[src/rtl/hshrink_seq_if.sv]
// hshrink_seq_if: request side, hshrink shifter side and line-buffer write side of hshrink_seq.
// The requester is the master; the sequencer is the slave.
interface hshrink_seq_if;
    // REQ/ACK: the requester raises REQ with SHRINK_IN/X_START/FLIP stable and holds all of them
    // until the cycle ACK is high; a transfer happens exactly in a cycle with REQ && ACK, and
    // ACK is never high without REQ.
    logic       LINE_START;
    logic       REQ;
    logic [3:0] SHRINK_IN;
    logic [8:0] X_START;
    logic       FLIP;
    logic       ACK;
    logic       BUSY;
    logic [3:0] HS_SHRINK;
    logic       HS_LOAD;
    logic       HS_OUTA;
    logic       HS_OUTB;
    logic       WE_A;
    logic       WE_B;
    logic [8:0] X_A;
    logic [8:0] X_B;
    logic [3:0] PIX_A;
    logic [3:0] PIX_B;
    logic       TILE_DONE;
    logic [4:0] TILE_W;

    modport master (
        output LINE_START, REQ, SHRINK_IN, X_START, FLIP, HS_OUTA, HS_OUTB,
        input  ACK, BUSY, HS_SHRINK, HS_LOAD, WE_A, WE_B, X_A, X_B, PIX_A, PIX_B,
        input  TILE_DONE, TILE_W
    );

    modport slave (
        input  LINE_START, REQ, SHRINK_IN, X_START, FLIP, HS_OUTA, HS_OUTB,
        output ACK, BUSY, HS_SHRINK, HS_LOAD, WE_A, WE_B, X_A, X_B, PIX_A, PIX_B,
        output TILE_DONE, TILE_W
    );
endinterface

[src/rtl/hshrink_seq.sv]
// hshrink_seq: loads the hshrink keep shifter per tile row and turns its keep bits into line-buffer writes.
// Build macro HSHRINK_SEQ_FLIP_EN enables horizontal flip of the source pixel index.
module hshrink_seq #(
    parameter int unsigned X_VISIBLE = 320
) (
    input  logic         CK,
    input  logic         nRESET,
    hshrink_seq_if.slave bus,
    output logic [1:0]   DBG_STATE
);
    typedef enum logic [1:0] {
        S_IDLE = 2'd0,
        S_LOAD = 2'd1,
        S_RUN  = 2'd2
    } state_t;

    localparam logic [9:0] XVIS = 10'(X_VISIBLE);

    state_t     state_q;
    logic       run_q;
    logic [2:0] k_q;
    logic [8:0] xc_q;
    logic [4:0] cnt_q;
    logic       busy_q;
    logic       hs_load_q;
    logic [3:0] hs_shrink_q;
    logic       we_a_q;
    logic       we_b_q;
    logic [8:0] x_a_q;
    logic [8:0] x_b_q;
    logic [3:0] pix_a_q;
    logic [3:0] pix_b_q;
    logic       done_q;
    logic [4:0] tile_w_q;

    logic       last_pair;
    logic       accept;
    logic [8:0] x_b_d;
    logic [8:0] xc_d;
    logic [4:0] kept_d;
    logic       vis_a;
    logic       vis_b;
    logic [3:0] pix_a_d;
    logic [3:0] pix_b_d;

`ifdef HSHRINK_SEQ_FLIP_EN
    logic       flip_q;
`else
    logic       unused_flip;
    assign unused_flip = bus.FLIP;
`endif

    always_comb begin
        last_pair = (state_q == S_RUN) && (k_q == 3'd7);
        // run_q holds off acceptance until the first edge after reset release.
        accept    = run_q && bus.REQ && !bus.LINE_START && ((state_q == S_IDLE) || last_pair);
        x_b_d     = bus.HS_OUTA ? xc_q + 9'd1 : xc_q;
        xc_d      = x_b_d + {8'd0, bus.HS_OUTB};
        kept_d    = {4'd0, bus.HS_OUTA} + {4'd0, bus.HS_OUTB};
        vis_a     = {1'b0, xc_q} < XVIS;
        vis_b     = {1'b0, x_b_d} < XVIS;
        pix_a_d   = {k_q, 1'b0};
        pix_b_d   = {k_q, 1'b1};
`ifdef HSHRINK_SEQ_FLIP_EN
        if (flip_q) begin
            pix_a_d = 4'd15 - {k_q, 1'b0};
            pix_b_d = 4'd15 - {k_q, 1'b1};
        end
`endif
    end

    always_ff @(posedge CK or negedge nRESET) begin
        if (!nRESET) begin
            state_q     <= S_IDLE;
            run_q       <= 1'b0;
            k_q         <= 3'd0;
            xc_q        <= 9'd0;
            cnt_q       <= 5'd0;
            busy_q      <= 1'b0;
            hs_load_q   <= 1'b0;
            hs_shrink_q <= 4'd0;
            we_a_q      <= 1'b0;
            we_b_q      <= 1'b0;
            x_a_q       <= 9'd0;
            x_b_q       <= 9'd0;
            pix_a_q     <= 4'd0;
            pix_b_q     <= 4'd0;
            done_q      <= 1'b0;
            tile_w_q    <= 5'd0;
`ifdef HSHRINK_SEQ_FLIP_EN
            flip_q      <= 1'b0;
`endif
        end else begin
            run_q       <= 1'b1;
            hs_load_q   <= 1'b0;
            hs_shrink_q <= 4'd0;
            we_a_q      <= 1'b0;
            we_b_q      <= 1'b0;
            done_q      <= 1'b0;
            case (state_q)
                S_IDLE: begin
                    busy_q <= 1'b0;
                end
                S_LOAD: begin
                    state_q <= S_RUN;
                    busy_q  <= 1'b1;
                    k_q     <= 3'd0;
                    cnt_q   <= 5'd0;
                end
                S_RUN: begin
                    // Writes are issued even on an abort cycle so the sampled pair is not lost.
                    we_a_q  <= bus.HS_OUTA && vis_a;
                    we_b_q  <= bus.HS_OUTB && vis_b;
                    x_a_q   <= xc_q;
                    x_b_q   <= x_b_d;
                    pix_a_q <= pix_a_d;
                    pix_b_q <= pix_b_d;
                    xc_q    <= xc_d;
                    k_q     <= k_q + 3'd1;
                    cnt_q   <= cnt_q + kept_d;
                    if (last_pair) begin
                        state_q <= S_IDLE;
                        busy_q  <= 1'b0;
                        if (!bus.LINE_START) begin
                            done_q   <= 1'b1;
                            tile_w_q <= cnt_q + kept_d;
                        end
                    end
                end
                default: begin
                    state_q <= S_IDLE;
                    busy_q  <= 1'b0;
                end
            endcase
            if (accept) begin
                state_q     <= S_LOAD;
                busy_q      <= 1'b1;
                hs_load_q   <= 1'b1;
                hs_shrink_q <= bus.SHRINK_IN;
                xc_q        <= bus.X_START;
`ifdef HSHRINK_SEQ_FLIP_EN
                flip_q      <= bus.FLIP;
`endif
            end
            if (bus.LINE_START) begin
                state_q   <= S_IDLE;
                busy_q    <= 1'b0;
                hs_load_q <= 1'b0;
            end
        end
    end

    assign bus.ACK       = accept;
    assign bus.BUSY      = busy_q;
    assign bus.HS_SHRINK = hs_shrink_q;
    assign bus.HS_LOAD   = hs_load_q;
    assign bus.WE_A      = we_a_q;
    assign bus.WE_B      = we_b_q;
    assign bus.X_A       = x_a_q;
    assign bus.X_B       = x_b_q;
    assign bus.PIX_A     = pix_a_q;
    assign bus.PIX_B     = pix_b_q;
    assign bus.TILE_DONE = done_q;
    assign bus.TILE_W    = tile_w_q;
    assign DBG_STATE     = state_q;
endmodule
[src/flat_wrapper.sv]
// flat-port wrapper written by rule: the top's interface ports become plain ports
module hshrink_seq_flat 
#(
    parameter int unsigned X_VISIBLE = 320
)
  (CK, nRESET, DBG_STATE, bus_LINE_START, bus_REQ, bus_SHRINK_IN, bus_X_START, bus_FLIP, bus_HS_OUTA, bus_HS_OUTB, bus_ACK, bus_BUSY, bus_HS_SHRINK, bus_HS_LOAD, bus_WE_A, bus_WE_B, bus_X_A, bus_X_B, bus_PIX_A, bus_PIX_B, bus_TILE_DONE, bus_TILE_W);
  hshrink_seq_if bus_i ();
  input  logic CK;
  input  logic nRESET;
  output logic [1:0] DBG_STATE;
  input wire logic [$bits(bus_i.LINE_START)-1:0] bus_LINE_START;
  input wire logic [$bits(bus_i.REQ)-1:0] bus_REQ;
  input wire logic [$bits(bus_i.SHRINK_IN)-1:0] bus_SHRINK_IN;
  input wire logic [$bits(bus_i.X_START)-1:0] bus_X_START;
  input wire logic [$bits(bus_i.FLIP)-1:0] bus_FLIP;
  input wire logic [$bits(bus_i.HS_OUTA)-1:0] bus_HS_OUTA;
  input wire logic [$bits(bus_i.HS_OUTB)-1:0] bus_HS_OUTB;
  output wire logic [$bits(bus_i.ACK)-1:0] bus_ACK;
  output wire logic [$bits(bus_i.BUSY)-1:0] bus_BUSY;
  output wire logic [$bits(bus_i.HS_SHRINK)-1:0] bus_HS_SHRINK;
  output wire logic [$bits(bus_i.HS_LOAD)-1:0] bus_HS_LOAD;
  output wire logic [$bits(bus_i.WE_A)-1:0] bus_WE_A;
  output wire logic [$bits(bus_i.WE_B)-1:0] bus_WE_B;
  output wire logic [$bits(bus_i.X_A)-1:0] bus_X_A;
  output wire logic [$bits(bus_i.X_B)-1:0] bus_X_B;
  output wire logic [$bits(bus_i.PIX_A)-1:0] bus_PIX_A;
  output wire logic [$bits(bus_i.PIX_B)-1:0] bus_PIX_B;
  output wire logic [$bits(bus_i.TILE_DONE)-1:0] bus_TILE_DONE;
  output wire logic [$bits(bus_i.TILE_W)-1:0] bus_TILE_W;
  assign bus_i.LINE_START = bus_LINE_START;
  assign bus_i.REQ = bus_REQ;
  assign bus_i.SHRINK_IN = bus_SHRINK_IN;
  assign bus_i.X_START = bus_X_START;
  assign bus_i.FLIP = bus_FLIP;
  assign bus_i.HS_OUTA = bus_HS_OUTA;
  assign bus_i.HS_OUTB = bus_HS_OUTB;
  assign bus_ACK = bus_i.ACK;
  assign bus_BUSY = bus_i.BUSY;
  assign bus_HS_SHRINK = bus_i.HS_SHRINK;
  assign bus_HS_LOAD = bus_i.HS_LOAD;
  assign bus_WE_A = bus_i.WE_A;
  assign bus_WE_B = bus_i.WE_B;
  assign bus_X_A = bus_i.X_A;
  assign bus_X_B = bus_i.X_B;
  assign bus_PIX_A = bus_i.PIX_A;
  assign bus_PIX_B = bus_i.PIX_B;
  assign bus_TILE_DONE = bus_i.TILE_DONE;
  assign bus_TILE_W = bus_i.TILE_W;
  hshrink_seq #(.X_VISIBLE(X_VISIBLE)) u_core (.CK(CK), .nRESET(nRESET), .bus(bus_i), .DBG_STATE(DBG_STATE));
endmodule
[config.mk]
export PLATFORM = sky130hd
export DESIGN_NAME = hshrink_seq_flat
export DESIGN_NICKNAME = d
export VERILOG_FILES = /design/src/rtl/hshrink_seq_if.sv /design/src/rtl/hshrink_seq.sv /design/src/flat_wrapper.sv
export SDC_FILE = /design/constraint.sdc
export NUM_CORES = 1
export LEC_CHECK = 0
export ABC_CLOCK_PERIOD_IN_PS = 2100
export BUFFER_PORTS_ARGS = -buffer_cell sky130_fd_sc_hd__buf_2
export CAP_MARGIN = 25
export CORE_MARGIN = 2
export CORE_UTILIZATION = 44
export DETAILED_ROUTE_END_ITERATION = 6
export PLACE_DENSITY = 0.72
export SYNTH_ARGS = -nofsm -noshare
export SYNTH_HDL_FRONTEND = slang
export SYNTH_SLANG_ARGS = --single-unit
[constraint.sdc]
create_clock -name CK -period 2.1 [get_ports CK]
set_clock_uncertainty 0.15 [all_clocks]
set_input_delay 0.42 -clock CK [delete_from_list [all_inputs] [get_ports CK]]
set_output_delay 0.42 -clock CK [all_outputs]
set_load 0.05 [all_outputs]
==> impl_metrics.xml <==
<?xml version="1.0" encoding="UTF-8"?>
<metrics>
  <group name="synth">
    <metric name="post_synth_net_total" unit="">320</metric>
    <metric name="post_synth_instance_area" unit="mm²">0.00289</metric>
    <metric name="postSynth.topFlopCell" unit="">dfrtp_1</metric>
    <metric name="largest_family_of_logic_cells_by_synthesized_area" unit="">simple AND/OR/NAND/NOR gates</metric>
    <metric name="synth_sequential_area_ratio" unit="">0.485</metric>
    <metric name="edff_count_synth" unit="">0</metric>
    <metric name="synth_simple_gate_area_share" unit="">0.174</metric>
    <metric name="post_synthesis_share_of_cell_area_spent_on_xor_and_xnor_gates" unit="">0.0537</metric>
    <metric name="synthesis.area_per_instance" unit="µm²">10.0</metric>
    <metric name="synth_mux_area_frac" unit="">0.0568</metric>
    <metric name="netlist_instances" unit="">288</metric>
    <metric name="synth_compound_area_frac" unit="">0.111</metric>
    <metric name="asyncSetResetFlopFracSynth" unit="">1.00</metric>
    <metric name="yosysWarningCount" unit="">0</metric>
    <metric name="ys_ff_latch" unit="">56</metric>
    <metric name="post_synth_num_cell_types" unit="">55</metric>
    <metric name="post_synth_fa_ha_maj_area_fraction" unit="">0.0581</metric>
  </group>
  <group name="critical_path">
    <metric name="critPathRequiredTime" unit="ns">1.53</metric>
    <metric name="cell_type_of_the_slowest_stage_on_the_worst_timing_path" unit="">or3_4</metric>
    <metric name="cp_cell_sequence" unit="">ha_2 &gt; ha_4 &gt; a21oi_2 &gt; or3_4 &gt; inv_8 &gt; buf_8</metric>
    <metric name="crit_buf_inv" unit="">2</metric>
    <metric name="timing.setup.critical_path_class" unit="">register to output pin</metric>
    <metric name="critPathArrivalTime" unit="ns">1.65</metric>
    <metric name="endpoint_kind" unit="">output pin</metric>
    <metric name="critical-path-top-delay-family" unit="">simple AND/OR/NAND/NOR gates</metric>
    <metric name="startpoint" unit="">u_core.k_q[1]</metric>
    <metric name="r2r_start" unit="">u_core.xc_q[0]</metric>
    <metric name="worst_setup_path_start_kind" unit="">register</metric>
    <metric name="critical_path.max_fanout" unit="">2</metric>
    <metric name="critical_path.max_stage_delay" unit="ns">0.38</metric>
  </group>
  <group name="detailed_routing">
    <metric name="drtAntennaViolNets" unit="">0</metric>
    <metric name="drt_first_iter_violations" unit="">130</metric>
    <metric name="vias" unit="">2356</metric>
    <metric name="number_of_detailed_routing_iterations_run_before_antenna_repair" unit="">4</metric>
    <metric name="drc_errors" unit="">0</metric>
    <metric name="detail_route.vias_per_cell" unit="">5.13</metric>
    <metric name="detail_route.wirelength" unit="mm">6.56</metric>
    <metric name="routedWlPerCell" unit="µm">14.3</metric>
  </group>
  <group name="power_and_ir_drop">
    <metric name="power-per-cell-area" unit="mW/mm²">1090</metric>
    <metric name="power.static_leakage" unit="nW">1.83</metric>
    <metric name="worst_ir_drop_vdd" unit="mV">0.876</metric>
  </group>
  <group name="cells_and_area">
    <metric name="final_layout_net_count" unit="">413</metric>
    <metric name="flow.area_growth_from_synthesis" unit="%">31.1</metric>
    <metric name="diodes" unit="">0</metric>
    <metric name="post_route_cells_drive_above_1_share" unit="">0.406</metric>
    <metric name="final_util" unit="">0.596</metric>
    <metric name="layout.cells.most_common_list" unit="">buf_2, dfrtp_1, buf_4</metric>
    <metric name="fin_area" unit="mm²">0.00378</metric>
    <metric name="final_common_cell" unit="">buf_2</metric>
    <metric name="stdcell_count" unit="">459</metric>
  </group>
  <group name="placement">
    <metric name="placedCellCount" unit="">446</metric>
    <metric name="port_buffers" unit="">60</metric>
    <metric name="finalWeightedCongestion" unit="">0.864</metric>
    <metric name="dpl_cell_area" unit="mm²">0.00355</metric>
    <metric name="post-place-ws" unit="ns">-0.108</metric>
    <metric name="dp_hpwl" unit="mm">4.62</metric>
  </group>
  <group name="timing">
    <metric name="slew_violations" unit="">0</metric>
    <metric name="timing.final.setup_violations" unit="">2</metric>
    <metric name="worst_slack_on_hold_paths" unit="ns">0.142</metric>
    <metric name="clock.fmax" unit="MHz">450</metric>
    <metric name="timing.final.hold_violations" unit="">0</metric>
    <metric name="grt_setup_unrepaired" unit="">true</metric>
    <metric name="post-route-min-period" unit="ns">2.22</metric>
    <metric name="final.period_utilization" unit="">1.06</metric>
    <metric name="final.setup.worst_slack" unit="ns">-0.123</metric>
  </group>
  <group name="status">
    <metric name="outcome" unit="">complete, but fails checks</metric>
    <metric name="failed_checks" unit="">setup timing</metric>
  </group>
  <group name="die">
    <metric name="io-pin-count" unit="">63</metric>
    <metric name="initial_core_utilization" unit="">0.455</metric>
    <metric name="design.core.area" unit="mm²">0.00635</metric>
    <metric name="fp.dieH" unit="µm">85.0</metric>
    <metric name="floorplan.rows" unit="">29</metric>
    <metric name="design.die.area" unit="mm²">0.00723</metric>
    <metric name="die_x" unit="µm">85.0</metric>
  </group>
  <group name="clock_network">
    <metric name="ctsHtreeMaxLevel" unit="">2</metric>
    <metric name="clock-root-buffer" unit="">clkbuf_8</metric>
    <metric name="cts_tree" unit="">done</metric>
    <metric name="cts.clk_slew.worst_paths" unit="ns">0.10</metric>
    <metric name="cts_sinks" unit="">56</metric>
    <metric name="worst_skew_pair.late_latency" unit="ns">0.32</metric>
    <metric name="max-clock-path-buffers" unit="">2</metric>
    <metric name="tritoncts.num_buffers" unit="">5</metric>
  </group>
  <group name="hold_path">
    <metric name="timing.hold.worst.class" unit="">input port to register</metric>
    <metric name="min-delay-start" unit="">bus_X_START[2]</metric>
  </group>
  <group name="global_route">
    <metric name="tot_gr_track_use" unit="">0.191</metric>
    <metric name="grt_overflow_total" unit="">0</metric>
    <metric name="grt_start_max_net_pins" unit="">57</metric>
    <metric name="antenna_found_initial" unit="">0</metric>
    <metric name="number_of_global_route_vias_before_repair" unit="">2336</metric>
    <metric name="wire_length_of_the_first_global_routing_pass" unit="mm">11.1</metric>
  </group>
  <group name="flow_run">
    <metric name="drv.max_cap_violation_count" unit="">0</metric>
  </group>
</metrics>
## final cells by class
cell class                      instances  area (µm²)
Inverter                               16        67.6
Timing Repair Buffer                  106         678
Clock inverter                          2        35.0
Fill cell                             540        2560
Tap cell                               77        96.3
Sequential cell                        56        1410
Clock buffer                            6        72.6
Multi-Input combinational cell        196        1430
## report_power, final
| group | total (mW) | internal, mW | switching, mW |
|---|---|---|---|
| Clock | 0.715 | 0.355 | 0.361 |
| Combinational | 1.91 | 0.682 | 1.22 |
| Sequential | 1.49 | 1.31 | 0.181 |
| Total | 4.11 | 2.35 | 1.77 |
## cell usage after synthesis (all sizes together), types with 4 or more instances
cell    instances  area share
inv            16       0.021
nand3          17       0.033
clkbuf          8       0.010
nand2          34       0.044
dfrtp          56        0.49
a21oi          12       0.021
mux2i           4       0.014
mux2           11       0.043
o21ai          19       0.033
xnor2          11       0.039
xor2            5       0.015
and2            4      0.0087
ha             11       0.048
buf            12       0.028
nor2           20       0.026
## per-stage QoR
step / TNS [ns] / total power [mW]
global route: -0.451 / 4.34
CTS: -0.117 / 4.12
global placement: -0.461 / 3.30
detailed placement: -0.641 / 3.33
finish: -0.124 / 4.11
floorplan: -0.104 / 2.77
## registers in the layout, indices dropped and copies added, names as in the netlist
register	count
u_core.bus.WE_A	1
u_core.DBG_STATE	2
u_core.bus.X_A	9
u_core.bus.PIX_B	4
u_core.bus.X_B	9
u_core.bus.WE_B	1
u_core.bus.HS_SHRINK	4
u_core.bus.HS_LOAD	1
u_core.xc_q	9
u_core.bus.TILE_W	5
u_core.bus.TILE_DONE	1
u_core.cnt_q	5
u_core.bus.BUSY	1
u_core.k_q	3
u_core.run_q	1
## metal layers
layer	vias up	GRT usage	routed length, µm	part of all wire
li1	1167	-	-	-
met4	0	0.0649	112	0.017
met5	-	0	0	0
met1	1134	0.251	2990	0.46
met3	12	0.0409	274	0.042
met2	43	0.316	3180	0.49
## worst paths after layout
check                                                to  slack (ns)  cells past startpoint
worst max register to register           u_core.xc_q[7]           0                      7
worst min-delay path                     u_core.xc_q[2]        0.14                      3
worst min register to register      u_core.bus.PIX_B[0]        0.32                      1
worst max-delay path                            bus_ACK       -0.12                      6
max in group asynchronous           u_core.DBG_STATE[0]        1.04                      3
min in group asynchronous       u_core.bus.HS_SHRINK[1]        0.46                      3
## timing repair
item | 4_1_cts | 5_1_grt
buffers inserted | 3 | 1
gates cloned | 0 | 0
pin swaps | 9 | 6
endpoints found under the setup margin | 7 | 6
hold buffers | 1 | 0
hold endpoints to repair | 56 | 0
resized for setup | 13 | 5
## kinds of logic (layout without fill, tap and decap cells)
family / after synthesis / after routing
AND/OR/NAND/NOR: 99 / 99
other: 2 / 2
adder cells (fa/ha/maj): 13 / 13
AO/OA/AOI/OAI: 51 / 51
XOR/XNOR: 16 / 16
flip-flops: 56 / 56
multiplexers: 15 / 15
buffers and inverters: 36 / 130
## worst min-delay path, stage by stage
cell and delay, ns:
buf_2 0.07, nand2_1 0.03, o21ai_0 0.05
Note: power is estimated with default switching activity, not from simulation.
